### src/rtl/or1200_mac_pkg.sv
// Shared definitions for the OR1200 multiply/accumulate unit:
// operand width, op_code encodings and a small decode helper.
package or1200_mac_pkg;

  localparam int OPW = 32;

  typedef enum logic [1:0] {
    OP_MUL   = 2'd0,
    OP_MAC   = 2'd1,
    OP_MSB   = 2'd2,
    OP_MACRC = 2'd3
  } mac_op_e;

  // True for operations that deliver a value into the result register.
  function automatic logic op_writes_res(input mac_op_e op);
    return (op == OP_MUL) || (op == OP_MACRC);
  endfunction

endpackage

### src/rtl/or1200_mult_32x32.sv
// Combinational 32x32 -> 64 signed multiplier.
module or1200_mult_32x32
  import or1200_mac_pkg::*;
(
  input  logic [OPW-1:0]   a,
  input  logic [OPW-1:0]   b,
  output logic [2*OPW-1:0] p
);

  logic [2*OPW-1:0] a_ext;
  logic [2*OPW-1:0] b_ext;

  // Sign-extend both operands to full product width, then multiply.
  always_comb begin
    a_ext = {{OPW{a[OPW-1]}}, a};
    b_ext = {{OPW{b[OPW-1]}}, b};
    p     = a_ext * b_ext;
  end

endmodule

### src/rtl/or1200_mac_acc.sv
// OR1200 MAC unit: one operand stage feeding a signed multiplier, then a
// retire step that updates either the result register (MUL, MACRC) or the
// accumulator (MAC, MSB). Define OR1200_MAC_SATURATE_EN to clamp the
// accumulator instead of wrapping and to add the sticky sat_flag port.
module or1200_mac_acc
  import or1200_mac_pkg::*;
#(
  parameter int ACC_W = 64
) (
  input  logic             clk,
  input  logic             rst_n,
  input  logic             op_valid,
  output logic             op_ready,
  input  logic [1:0]       op_code,
  input  logic [OPW-1:0]   opa,
  input  logic [OPW-1:0]   opb,
  input  logic             flush,
  output logic             res_valid,
  input  logic             res_ready,
  output logic [OPW-1:0]   res_data,
  output logic             res_ov,
  output logic [OPW-1:0]   mac_hi,
  output logic [OPW-1:0]   mac_lo
`ifdef OR1200_MAC_SATURATE_EN
  ,
  output logic             sat_flag
`endif
);

  // Stage-1 operation registers.
  logic             s1_valid_q, s1_valid_d;
  mac_op_e          s1_op_q,    s1_op_d;
  logic [OPW-1:0]   s1_opa_q,   s1_opa_d;
  logic [OPW-1:0]   s1_opb_q,   s1_opb_d;

  // Result register and accumulator.
  logic             res_valid_q, res_valid_d;
  logic [OPW-1:0]   res_data_q,  res_data_d;
  logic             res_ov_q,    res_ov_d;
  logic [ACC_W-1:0] acc_q,       acc_d;
  logic             sat_q,       sat_d;

  logic             writes_res;
  logic             advance;
  logic             accept;
  logic             retire;
  logic [2*OPW-1:0] prod;
  logic [ACC_W-1:0] addend;
  logic [ACC_W-1:0] acc_arith;
  logic             acc_clamp;

  or1200_mult_32x32 u_mult (
    .a (s1_opa_q),
    .b (s1_opb_q),
    .p (prod)
  );

  // Handshake: stage 1 retires unless its result would overwrite an untaken one.
  always_comb begin
    writes_res = op_writes_res(s1_op_q);
    advance    = !writes_res || !res_valid_q || res_ready;
    op_ready   = !s1_valid_q || advance;
    accept     = op_valid && op_ready && !flush;
    retire     = s1_valid_q && advance && !flush;
  end

  // Signed product widened to the accumulator, negated for MSB.
  always_comb begin
    addend = ACC_W'($signed(prod));
    if (s1_op_q == OP_MSB) begin
      addend = -addend;
    end
  end

`ifdef OR1200_MAC_SATURATE_EN
  logic [ACC_W:0] acc_sum;

  // One guard bit exposes signed overflow; clamp toward its true sign.
  always_comb begin
    acc_sum   = {acc_q[ACC_W-1], acc_q} + {addend[ACC_W-1], addend};
    acc_clamp = acc_sum[ACC_W] ^ acc_sum[ACC_W-1];
    if (!acc_clamp) begin
      acc_arith = acc_sum[ACC_W-1:0];
    end else if (acc_sum[ACC_W]) begin
      acc_arith = {1'b1, {(ACC_W-1){1'b0}}};
    end else begin
      acc_arith = {1'b0, {(ACC_W-1){1'b1}}};
    end
  end
`else
  // Plain modular accumulation.
  always_comb begin
    acc_arith = acc_q + addend;
    acc_clamp = 1'b0;
  end
`endif

  // Next-state for stage 1, result register and accumulator.
  always_comb begin
    // NOTE: every output gets its hold value first so no path leaves it unassigned (no latch).
    s1_valid_d  = s1_valid_q;
    s1_op_d     = s1_op_q;
    s1_opa_d    = s1_opa_q;
    s1_opb_d    = s1_opb_q;
    res_valid_d = res_valid_q;
    res_data_d  = res_data_q;
    res_ov_d    = res_ov_q;
    acc_d       = acc_q;
    sat_d       = sat_q;

    // Flush wins over a same-cycle request; a retiring op just leaves.
    if (flush) begin
      s1_valid_d = 1'b0;
    end else if (accept) begin
      s1_valid_d = 1'b1;
      s1_op_d    = mac_op_e'(op_code);
      s1_opa_d   = opa;
      s1_opb_d   = opb;
    end else if (retire) begin
      s1_valid_d = 1'b0;
    end

    // A taken result empties the register unless a new one lands on the same edge.
    if (res_ready) begin
      res_valid_d = 1'b0;
    end

    if (retire) begin
      case (s1_op_q)
        OP_MUL: begin
          res_valid_d = 1'b1;
          res_data_d  = prod[OPW-1:0];
          res_ov_d    = !((&prod[2*OPW-1:OPW-1]) || !(|prod[2*OPW-1:OPW-1]));
        end
        OP_MAC, OP_MSB: begin
          acc_d = acc_arith;
          sat_d = sat_q || acc_clamp;
        end
        OP_MACRC: begin
          res_valid_d = 1'b1;
          res_data_d  = acc_q[OPW-1:0];
          res_ov_d    = 1'b0;
          acc_d       = '0;
          sat_d       = 1'b0;
        end
        default: ;
      endcase
    end
  end

  // State registers; reset discards any in-flight operation and result.
  always_ff @(posedge clk or negedge rst_n) begin
    if (!rst_n) begin
      // NOTE: operand registers are reset too, keeping the multiplier input defined after reset.
      s1_valid_q  <= 1'b0;
      s1_op_q     <= OP_MUL;
      s1_opa_q    <= '0;
      s1_opb_q    <= '0;
      res_valid_q <= 1'b0;
      res_data_q  <= '0;
      res_ov_q    <= 1'b0;
      acc_q       <= '0;
      sat_q       <= 1'b0;
    end else begin
      // NOTE: non-blocking so every flop samples the pre-edge value of the others.
      s1_valid_q  <= s1_valid_d;
      s1_op_q     <= s1_op_d;
      s1_opa_q    <= s1_opa_d;
      s1_opb_q    <= s1_opb_d;
      res_valid_q <= res_valid_d;
      res_data_q  <= res_data_d;
      res_ov_q    <= res_ov_d;
      acc_q       <= acc_d;
      sat_q       <= sat_d;
    end
  end

  assign res_valid = res_valid_q;
  assign res_data  = res_data_q;
  assign res_ov    = res_ov_q;
  assign mac_hi    = acc_q[63:32];
  assign mac_lo    = acc_q[31:0];

`ifdef OR1200_MAC_SATURATE_EN
  assign sat_flag  = sat_q;
`else
  // Sticky flag only exists in the saturating build.
  logic unused_sat;
  assign unused_sat = sat_q;
`endif

endmodule

### config.mk
export PLATFORM = sky130hd
export DESIGN_NAME = or1200_mac_acc
export DESIGN_NICKNAME = d
export VERILOG_FILES = /design/src/rtl/or1200_mac_pkg.sv /design/src/rtl/or1200_mult_32x32.sv /design/src/rtl/or1200_mac_acc.sv
export SDC_FILE = /design/constraint.sdc
export NUM_CORES = 2
export LEC_CHECK = 0
export ABC_AREA = 1
export BUFFER_PORTS_ARGS = -buffer_cell sky130_fd_sc_hd__buf_2
export CORE_UTILIZATION = 55
export CTS_CLUSTER_SIZE = 14
export DETAILED_ROUTE_END_ITERATION = 16
export GPL_ROUTABILITY_DRIVEN = 0
export PLACE_DENSITY = 0.72
export SLEW_MARGIN = 20
export SYNTH_ARGS = -nofsm -noshare
export SYNTH_HDL_FRONTEND = slang
export SYNTH_SLANG_ARGS = --single-unit
### constraint.sdc
create_clock -name clk -period 23.2 [get_ports clk]
set_clock_uncertainty 0.2 [all_clocks]
set_input_delay 5.8 -clock clk [delete_from_list [all_inputs] [get_ports clk]]
set_output_delay 5.8 -clock clk [all_outputs]
set_load 0.02 [all_outputs]
* Yosys cells after proc, flatten, opt, wreduce, memory -nomap -nowiden
Cells that the tools add are included.
** Storage, ports and cells
- Bits of input ports :: 71
- Word-level logic and storage cells :: 51
- Flip-flop bits (word level) :: 165
- Output and inout port bits :: 99
** Operators by class
- Add/sub/neg operators :: 2
- Bitwise gates (word level) :: 1
- Reductions and logical operators :: 26
- Eq/ne operators :: 3
- Muxes and demuxes :: 10
- Multipliers :: 1
** Operators by type and width (count)
- 64-bit one-hot mux with 2 select lines :: 1
- 64-bit adder :: 1
- 32-bit by 32-bit multiplier with 64-bit output :: 1
- 64-bit 2-to-1 mux :: 1
- 64-bit negator :: 1
- 32-bit one-hot mux with 2 select lines :: 1
- 33-bit AND reduction :: 1
- 33-bit OR reduction :: 1
- 1-bit logical NOT :: 6
- 1-bit 2-to-1 mux :: 6
- 2-bit AND reduction :: 3
- 1-bit logical OR :: 5
- 2-bit equality test (second input constant) :: 2
- 1-bit logical AND :: 4
- 2-bit nonzero test :: 2
- 2-bit OR reduction :: 2
- 3-bit nonzero test :: 1
- 2-bit by 1-bit equality test with 1-bit output (second input constant) :: 1
- 2-bit logical NOT :: 1
- 1-bit one-hot mux with 2 select lines :: 1
- 1-bit inverter :: 1

* Depth between registers and ports, before layout
- Depth after elaboration :: 10
- Gate-level depth with buffers :: 58
- Depth with buffers taken out :: 56

* Cells and area by module
From an unflattened synthesis, not the netlist that was laid out.
** Unflattened totals
- Cell total of the unflattened synthesis :: 7296
- Area total of the unflattened synthesis :: 53202.3 sq um
** Modules (own cells, without submodules)
- or1200_mult_32x32 :: area each 38619.5 sq um, sequential area each 0.0 sq um, cells an instance 4978, instances 1
- or1200_mac_acc :: area each 14582.7 sq um, sequential area each 4129.0 sq um, cells an instance 2318, instances 1

* Least setup slack after synthesis
Ideal clock, no wire load.
- Kind :: in2out
- Start point :: in res_ready
- End point :: out op_ready
- Arrival :: 6.203 ns
- Setup slack :: 10.997 ns
- Path buffers :: 0
- Cell stages on the path :: 4
- Path through :: nor2_1 -> inv_1 -> nor2_1 -> nand2_1
** Between the ends
- Word-level cells in the longest chain between the ends :: 2
** Ends and longest elaborated chain
- start: declaration :: line or1200_mac_acc.sv:19 : input logic res_ready,
- 1-bit logical OR :: line or1200_mac_acc.sv:61 : advance = !writes_res || !res_valid_q || res_ready;
- 1-bit logical OR :: line or1200_mac_acc.sv:62 : op_ready = !s1_valid_q || advance;
- end: declaration :: line or1200_mac_acc.sv:13 : output logic op_ready,
No other way between the ends.

* Worst setup path in the final report
Ends and elaborated chain as after synthesis.

==> flow_metrics.py <==
metrics = {
    "run_status": {
        "outcome": "complete, no violations",
    },
    "synthesis": {
        "syn_avg_cell_area_um2": 7.42,
        "synth.largest_area_cell": "fa_1",
        "yosysSeqAreaShare_pct": 7.86,
        "yosysMostFrequentCell": "nand2_1",
        "ys_seq_elements": 165,
        "synth.distinct_cells": 57,
        "synth_area_leaders": "fa_1, nand2_1, inv_1, dfrtp_1, ha_1",
        "yosys_warnings": 0,
        "async_reset_ff_share_pct": 100,
        "netlist_instances": 7081,
        "synth-edff-count": 0,
        "synthTopCellsByCount": "nand2_1, inv_1, fa_1, nor2_1, clkbuf_1",
        "syn_area_um2": 52500,
        "synth.net_count": 8487,
        "ys.flop_type": "dfrtp_1",
        "synth_top_cell_area_share_pct": 41.3,
    },
    "clock_tree": {
        "clk_pin_slew_ns": 0.07,
        "insertion_delay_ns": 0.52,
        "cts_htree_levels": 4,
        "cts_buffer_depth": 2,
        "cts-resized-gates": 0,
        "holdBufCountCts": 0,
        "cts_root_buffer": "clkbuf_16",
        "postCtsSetupRepairBufs": 0,
        "numCtsBuffers": 17,
        "cts_sinks": 165,
        "cts_tree": "built",
    },
    "critical_path": {
        "arrival_ns": 6.48,
        "critPathLaunchType": "input pin",
        "cp_max_fo": 3,
        "cp.required_ns": 17.20,
        "critical_path_class": "input pin to output pin",
        "crit_path_end_kind": "output pin",
    },
    "sta": {
        "rsz0062_at_grt": "false",
        "fin_crit_sh_pct": 53.8,
        "max_freq_mhz": 80.1,
        "final-hold-violation-count": 0,
        "worst_pin_slew_ns": 1.13,
        "period_needed_ns": 12.48,
        "finalMaxSlewViolations": 0,
        "setup_tns_ns": 0,
        "final-setup-viol-count": 0,
        "relSlewSlack_pct": 23.7,
    },
    "route": {
        "drt-total-wl_um": 146000,
        "drc_errors": 0,
        "drtPass1Iterations": 7,
        "wl_per_cell_um": 17.5,
        "via_count": 44440,
        "drtAntennaViolNets": 0,
        "viasPerCell": 5.34,
        "drt_iter0_drc": 3858,
    },
    "layout": {
        "syn_to_final_growth_pct": 4.87,
        "fin_nets": 8468,
        "drive_gt1_share_pct": 6.76,
        "diodes": 0,
    },
    "placed_design": {
        "portBuffers": 169,
        "hpwl_um": 121000,
    },
    "global_routing": {
        "track_usage_pct": 31.5,
        "grt_overflow": 0,
        "grt_max_degree": 78,
        "antenna_found_initial": 1,
        "grt_pass1_wl_um": 240000,
        "grt_pass1_vias": 46010,
    },
    "die": {
        "dieArea_um2": 96700,
        "coreArea_um2": 94000,
        "ios": 170,
        "die_y_um": 311,
        "num_rows": 112,
        "start_util_pct": 55.9,
        "dieWidth_um": 311,
    },
    "worst_hold_path": {
        "min_path_type": "flip-flop to flip-flop",
    },
    "run": {
        "maxCapViolCount": 0,
    },
}
==> path summary, 6_finish.rpt <==
kind	start	endpoint	slack, ns	cells past startpoint
max	res_ready	op_ready	10.72	6
min	res_data[4]	res_data[4]	0.28	2
max reg2reg	s1_opb_q[5]	acc_q[63]	11.57	46
min reg2reg	res_data[4]	res_data[4]	0.28	2
max in group asynchronous	rst_n	acc_q[39]	15.93	4
min in group asynchronous	rst_n	s1_opb_q[20]	5.07	1
==> kinds of logic after synthesis <==
group,share of synthesized area (%)
flops,7.86
simple gates,21.1
mux,1.35
fa+ha+maj,47.3
buf+inv,16.1
xor+xnor,1.61
compound gates,4.72
==> metrics by stage <==
stage                     util [%]  hold WS, ns  worst slack, ns  area [um2]  instances
after floorplan                  -        0.332            11.00       52500       7081
after CTS                     58.6        0.282            10.72       55100       8328
final                         58.6        0.280            10.72       55100       8329
after detailed placement      57.9        0.261            10.72       54500       8296
after global routing          58.6        0.300            10.66       55100       8329
after global placement        57.9        0.262            10.65       54500       8296
==> metal layers <==
layer / global-route usage [%] / vias up / wire, um
met3: 5.63 / 377 / 13000
met2: 52.9 / 1993 / 69900
met5: 0 / - / 0
met1: 40.7 / 21865 / 57100
li1: - / 20205 / -
met4: 12.1 / 0 / 5890
==> worst max-delay path, stage by stage <==
cell and delay (ns):
buf_2 0.10, nor2_1 0.09, inv_1 0.05, nor2_1 0.12, nand2_1 0.13, buf_2 0.19
==> layout by cell type, fill, tap and decap left out, drive strengths merged, types with 8 or more instances in the layout <==
master  instances
a21oi         208
a31oi          24
buf           241
clkbuf         20
dfrtp         165
fa           1083
ha            252
inv          1981
mux2           63
nand2        2051
nand3         138
nand3b         14
nand4          52
nor2          405
nor3           26
nor4            9
o21a           12
o21ai         156
o21bai          8
o22ai           9
or2            16
xnor2          33
xor2           56
==> flip-flops by register name, summed over array words and instances (netlist names) <==
signal,cells
acc_q,64
s1_op_q,2
res_data,32
res_valid,1
s1_opa_q,32
res_ov,1
s1_valid_q,1
s1_opb_q,32
==> area by class of cell <==
class | instances | area [um2]
Inverter | 1976 | 7420
Fill cell | 8697 | 38900
Multi-Input combinational cell | 4660 | 39900
Tap cell | 1254 | 1570
Clock inverter | 13 | 161
Clock buffer | 19 | 443
Timing Repair Buffer | 242 | 1420
Sequential cell | 165 | 4130
Power is left out: the tool's default activity adds up to more than one toggle a clock period on the data nets, which glitch-free logic cannot reach.
